<file path="src/rtl/sad_controller.sv">
// SAD sequencer: fetches NUM_PIXELS cur/ref pixel pairs from synchronous memories
// and accumulates |cur - ref| into a saturating sum, reported with start/busy/done.

module sad_abs (
   input  logic [15:0] value,
   output logic [15:0] mag
);
   logic [15:0] negated;

   assign negated = ~value + 16'd1;
   assign mag     = value[15] ? negated : value;
endmodule

module sad_controller #(
   parameter int PIXEL_W    = 8,
   parameter int NUM_PIXELS = 16,
   parameter int ADDR_W     = 4,
   parameter int SUM_W      = 16
) (
   input  logic               clk,
   input  logic               rst_n,
   input  logic               start,
   output logic               mem_en,
   output logic [ADDR_W-1:0]  mem_addr,
   input  logic [PIXEL_W-1:0] cur_pix,
   input  logic [PIXEL_W-1:0] ref_pix,
   output logic               busy,
   output logic               done,
   output logic [SUM_W-1:0]   sad
);
   localparam logic [1:0] ST_IDLE  = 2'd0;
   localparam logic [1:0] ST_FETCH = 2'd1;
   localparam logic [1:0] ST_DRAIN = 2'd2;
   localparam logic [1:0] ST_DONE  = 2'd3;

   localparam int EXT_W = ((SUM_W > 16) ? SUM_W : 16) + 1;
   localparam logic [ADDR_W-1:0] LAST_ADDR = ADDR_W'(NUM_PIXELS - 1);

   logic [1:0]       state_reg;
   logic [SUM_W-1:0] acc_reg;
   logic [SUM_W-1:0] acc_next;
   logic             valid_reg;
   logic [15:0]      diff;
   logic [15:0]      mag;
   logic [EXT_W-1:0] sum_ext;
   logic             overflow;

   assign diff = 16'(cur_pix) - 16'(ref_pix);

   sad_abs u_abs (
      .value (diff),
      .mag   (mag)
   );

   // Widened add so the carry out of SUM_W bits is visible for saturation.
   assign sum_ext  = EXT_W'(acc_reg) + EXT_W'(mag);
   assign overflow = |sum_ext[EXT_W-1:SUM_W];
   assign acc_next = overflow ? {SUM_W{1'b1}} : sum_ext[SUM_W-1:0];

   assign busy = (state_reg == ST_FETCH) || (state_reg == ST_DRAIN);
   assign done = (state_reg == ST_DONE);

   always_ff @(posedge clk) begin
      if (!rst_n) begin
         state_reg <= ST_IDLE;
         mem_en    <= 1'b0;
         mem_addr  <= '0;
         acc_reg   <= '0;
         valid_reg <= 1'b0;
         sad       <= '0;
      end else begin
         // Read data lags mem_en by one cycle; this alone decides accumulation.
         valid_reg <= mem_en;
         if (valid_reg) begin
            acc_reg <= acc_next;
         end

         case (state_reg)
            ST_IDLE, ST_DONE: begin
               if (start) begin
                  state_reg <= ST_FETCH;
                  mem_en    <= 1'b1;
                  mem_addr  <= '0;
                  acc_reg   <= '0;
               end else begin
                  state_reg <= ST_IDLE;
               end
            end
            ST_FETCH: begin
               if (mem_addr == LAST_ADDR) begin
                  mem_en    <= 1'b0;
                  state_reg <= ST_DRAIN;
               end else begin
                  mem_addr <= mem_addr + 1'b1;
               end
            end
            ST_DRAIN: begin
               state_reg <= ST_DONE;
               sad       <= valid_reg ? acc_next : acc_reg;
            end
            default: begin
               state_reg <= ST_IDLE;
               mem_en    <= 1'b0;
            end
         endcase
      end
   end
endmodule

</file>
<file path="config.mk">
export PLATFORM = sky130hd
export DESIGN_NAME = sad_controller
export DESIGN_NICKNAME = d
export VERILOG_FILES = /design/src/rtl/sad_controller.sv
export SDC_FILE = /design/constraint.sdc
export NUM_CORES = 1
export LEC_CHECK = 0
export CAP_MARGIN = 25
export CORE_MARGIN = 3
export CORE_UTILIZATION = 38
export DETAILED_ROUTE_END_ITERATION = 6
export GPL_ROUTABILITY_DRIVEN = 0
export PLACE_DENSITY = 0.7
export SYNTH_ARGS = -nofsm -noshare
export SYNTH_HDL_FRONTEND = slang
export SYNTH_SLANG_ARGS = --single-unit
</file>
<file path="constraint.sdc">
create_clock -name clk -period 7.1 [get_ports clk]
set_input_delay 1.42 -clock clk [delete_from_list [all_inputs] [get_ports clk]]
set_output_delay 1.42 -clock clk [all_outputs]
set_load 0.01 [all_outputs]
</file>
==> metrics.csv <==
metric,value,unit
status,finished clean,
die-height,92.13,um
cts_setup_buffers,0,
synth_sequential_area_ratio,0.2841,
tightestPinTransition,712.7,ps
synth_top_area_frac,0.2841,
hold_path.class,flip-flop to flip-flop,
antenna_violating_nets_post_route,0,
synth.top_cells.by_area,"sky130_fd_sc_hd__dfxtp_1 28%, sky130_fd_sc_hd__ha_1 13%, sky130_fd_sc_hd__nor2_1 5.3%",
maximum_achievable_frequency,184.4,MHz
detailedRoute.firstPassIterationCount,4,
post_drt_wl_per_cell,13.10,um
cts_num_sinks,40,
end_kind,flip-flop,
crit_start,ref_pix[0],
r2r_setup_slack,4590,ps
finalMaxSlewViolations,0,
pwr-share-clk,0.163,
antenna_violations_before_repair,0,
cell_internal_pwr,0.5684,mW
clock_latency,290,ps
period_share,0.7639,
diodes,0,
regToRegStartpoint,acc_reg[0],
layout.cells.most_common,sky130_fd_sc_hd__clkdlybuf4s50_1,
post_cts_resized,0,
overflow,0,
start_util,0.4038,
timing_hold_violations_final,0,
hpwl,4.994,mm
chipWidth,92.13,um
ys_warn_count,0,
top_level_ports,42,
switching_share,0.4077,
postSynthRegisterBits,40,
holdPathStages,2,
grt_start_max_net_pins,24,
finish.net_count,438,
net-switching-power,0.3912,mW
worstReg2RegEnd,sad[7],
vdd.ir_drop.worst,125.3,uV
holdCritStartpoint,sad[13],
max_slew_margin,0.5242,
mostFrequentLayoutCells,"41 x sky130_fd_sc_hd__clkdlybuf4s50_1, 40 x sky130_fd_sc_hd__nor2_1, 40 x sky130_fd_sc_hd__dfxtp_1",
worst_r2r_path_cells,9,
synth-edff-count,0,
power_leakage,1.449,nW
async_reset_ff_frac,0,
critical_path_class,input pin to flip-flop,
yosys_most_used_dff,sky130_fd_sc_hd__dfxtp_1,
finalSetupViolations,0,
grt_pass1_wl,10.73,mm
worst-endpoint-required,7270,ps
flow.area_growth_from_synthesis,21.17,%
drt-vias-per-instance,5.316,
final_layout_size_suffix_gt1_frac,0.03866,
pwr-share-comb,0.514,
clockBufferDepth,2,
crit_fanout,18,
utilization,0.4892,
post_synth.cell_area_avg,8.195,um2
overall_via_count_from_detail_route,2573,
layout.cell_area.non_filler,3416,um2
remaining_drc_errors,0,
fin_tns_setup,0,ps
drt-total-wl,6.339,mm
timing.critical_path.from_type,input pin,
hold_buffers,0,
cts.reportedPaths.clkPinSlew,80,ps
ctsRootBufferMaster,sky130_fd_sc_hd__clkbuf_8,
synthDominantAreaCellType,sky130_fd_sc_hd__dfxtp_1,
power-per-cell-area,280.9,nW/um2
whs_endpoint,sad[13],
number_of_global_route_vias_before_repair,2364,
fin_crit_period,5424,ps
h-tree-depth,2,
core_area,6982,um2
synth_cell_types,51,
fp-row-count,30,
area_of_the_mapped_netlist,2819,um2
dr.first_iter.drc_count,92,
placement.cell_area,3323,um2
maxCapViolations,0,
worst_clock_skew,7.399,ps
clock_tree_from_tritoncts,done,
cp.arrival,5590,ps
dieArea,8488,um2
power.share.sequential,0.322,
grt.total_usage,0.1521,
placement.io_buffers,41,
cts_inserted_buffers,5,
synthCells,344,
rsz0062_at_grt,no,
metrics by stage:
| stage | setup WS [ps] | total power, mW | hold WS [ps] | instances |
|---|---|---|---|---|
| CTS | 1676 | 0.9616 | 492.2 | 484 |
| floorplan | 2023 | 0.6678 | 470.3 | 350 |
| global route | 1237 | 1.036 | 515.5 | 484 |
| detailed placement | 1368 | 0.8039 | 480.1 | 476 |
| global placement | 1441 | 0.7959 | 459.8 | 476 |
| finish | 1676 | 0.9595 | 488.1 | 484 |
power by group through the flow:
stage	Sequential, mW	Combinational (mW)	Clock, mW
final	0.309	0.494	0.157
after CTS	0.309	0.492	0.160
after global routing	0.315	0.552	0.169
after floorplan	0.307	0.361	0
after global placement	0.312	0.484	0
after detailed placement	0.314	0.490	0
cells in the mapped netlist, types with 8 or more instances:
master                      n
sky130_fd_sc_hd__dfxtp_1   40
sky130_fd_sc_hd__nor2_1    40
sky130_fd_sc_hd__ha_1      30
sky130_fd_sc_hd__o21ai_0   22
sky130_fd_sc_hd__nand2_1   21
sky130_fd_sc_hd__a21oi_1   19
sky130_fd_sc_hd__inv_1     19
sky130_fd_sc_hd__nor3_1    15
sky130_fd_sc_hd__xnor2_1   12
sky130_fd_sc_hd__nand3b_1  11
sky130_fd_sc_hd__o22ai_1   11
sky130_fd_sc_hd__a21o_1    10
sky130_fd_sc_hd__clkbuf_1  10
sky130_fd_sc_hd__nand2b_1   9
sky130_fd_sc_hd__xor2_1     8
critical path, cell delays in order:
cell and delay [ps]:
sky130_fd_sc_hd__clkdlybuf4s50_1 460, sky130_fd_sc_hd__ha_1 150, sky130_fd_sc_hd__inv_1 50, sky130_fd_sc_hd__fa_1 390, sky130_fd_sc_hd__a21oi_1 180, sky130_fd_sc_hd__o21ai_0 130, sky130_fd_sc_hd__o21ai_0 140, sky130_fd_sc_hd__or3b_2 440
sky130_fd_sc_hd__o21ai_0 160, sky130_fd_sc_hd__nand4_1 130, sky130_fd_sc_hd__nor3_1 180, sky130_fd_sc_hd__ha_1 310, sky130_fd_sc_hd__and3_1 260, sky130_fd_sc_hd__a221oi_1 340, sky130_fd_sc_hd__o22a_1 250, sky130_fd_sc_hd__a22oi_4 150
sky130_fd_sc_hd__nand2b_1 240, sky130_fd_sc_hd__nor2_1 150, sky130_fd_sc_hd__nor3_1 60
area by class of cell:
type	instances	area [um2]
Multi-Input combinational cell	280	1921
Clock buffer	6	82.58
Timing Repair Buffer	41	410.4
Inverter	19	71.32
Sequential cell	40	800.8
Tap cell	96	120.1
Clock inverter	2	10.01
Fill cell	707	3566
cells by family after synthesis:
family | Yosys count | synth area share
xor gates and xnor gates | 20 | 0.06214
muxes | 2 | 0.007545
other | 1 | 0.001330
and+or+nand+nor | 115 | 0.1980
AOI/OAI and AO/OA | 104 | 0.2570
buffers and inverters | 30 | 0.04261
DFF | 40 | 0.2841
adders and majority gates | 32 | 0.1474
how the worst max path moves through the flow:
stage / slack (ps) / cells past startpoint / endpoint
global placement: 1440 / 18 / sad[14]
finish: 1680 / 19 / sad[7]
detailed placement: 1370 / 19 / sad[7]
global route: 1240 / 20 / sad[14]
floorplan: 2020 / 20 / acc_reg[15]
CTS: 1680 / 19 / sad[7]
per-layer routing:
metal | wire length, um | vias up | global-route usage
met5 | 0 | - | 0
met3 | 233 | 5 | 0.02871
li1 | - | 1314 | -
met2 | 3134 | 45 | 0.2628
met1 | 2929 | 1209 | 0.1951
met4 | 41 | 0 | 0.03589
Note: power is estimated with default switching activity, not from simulation.
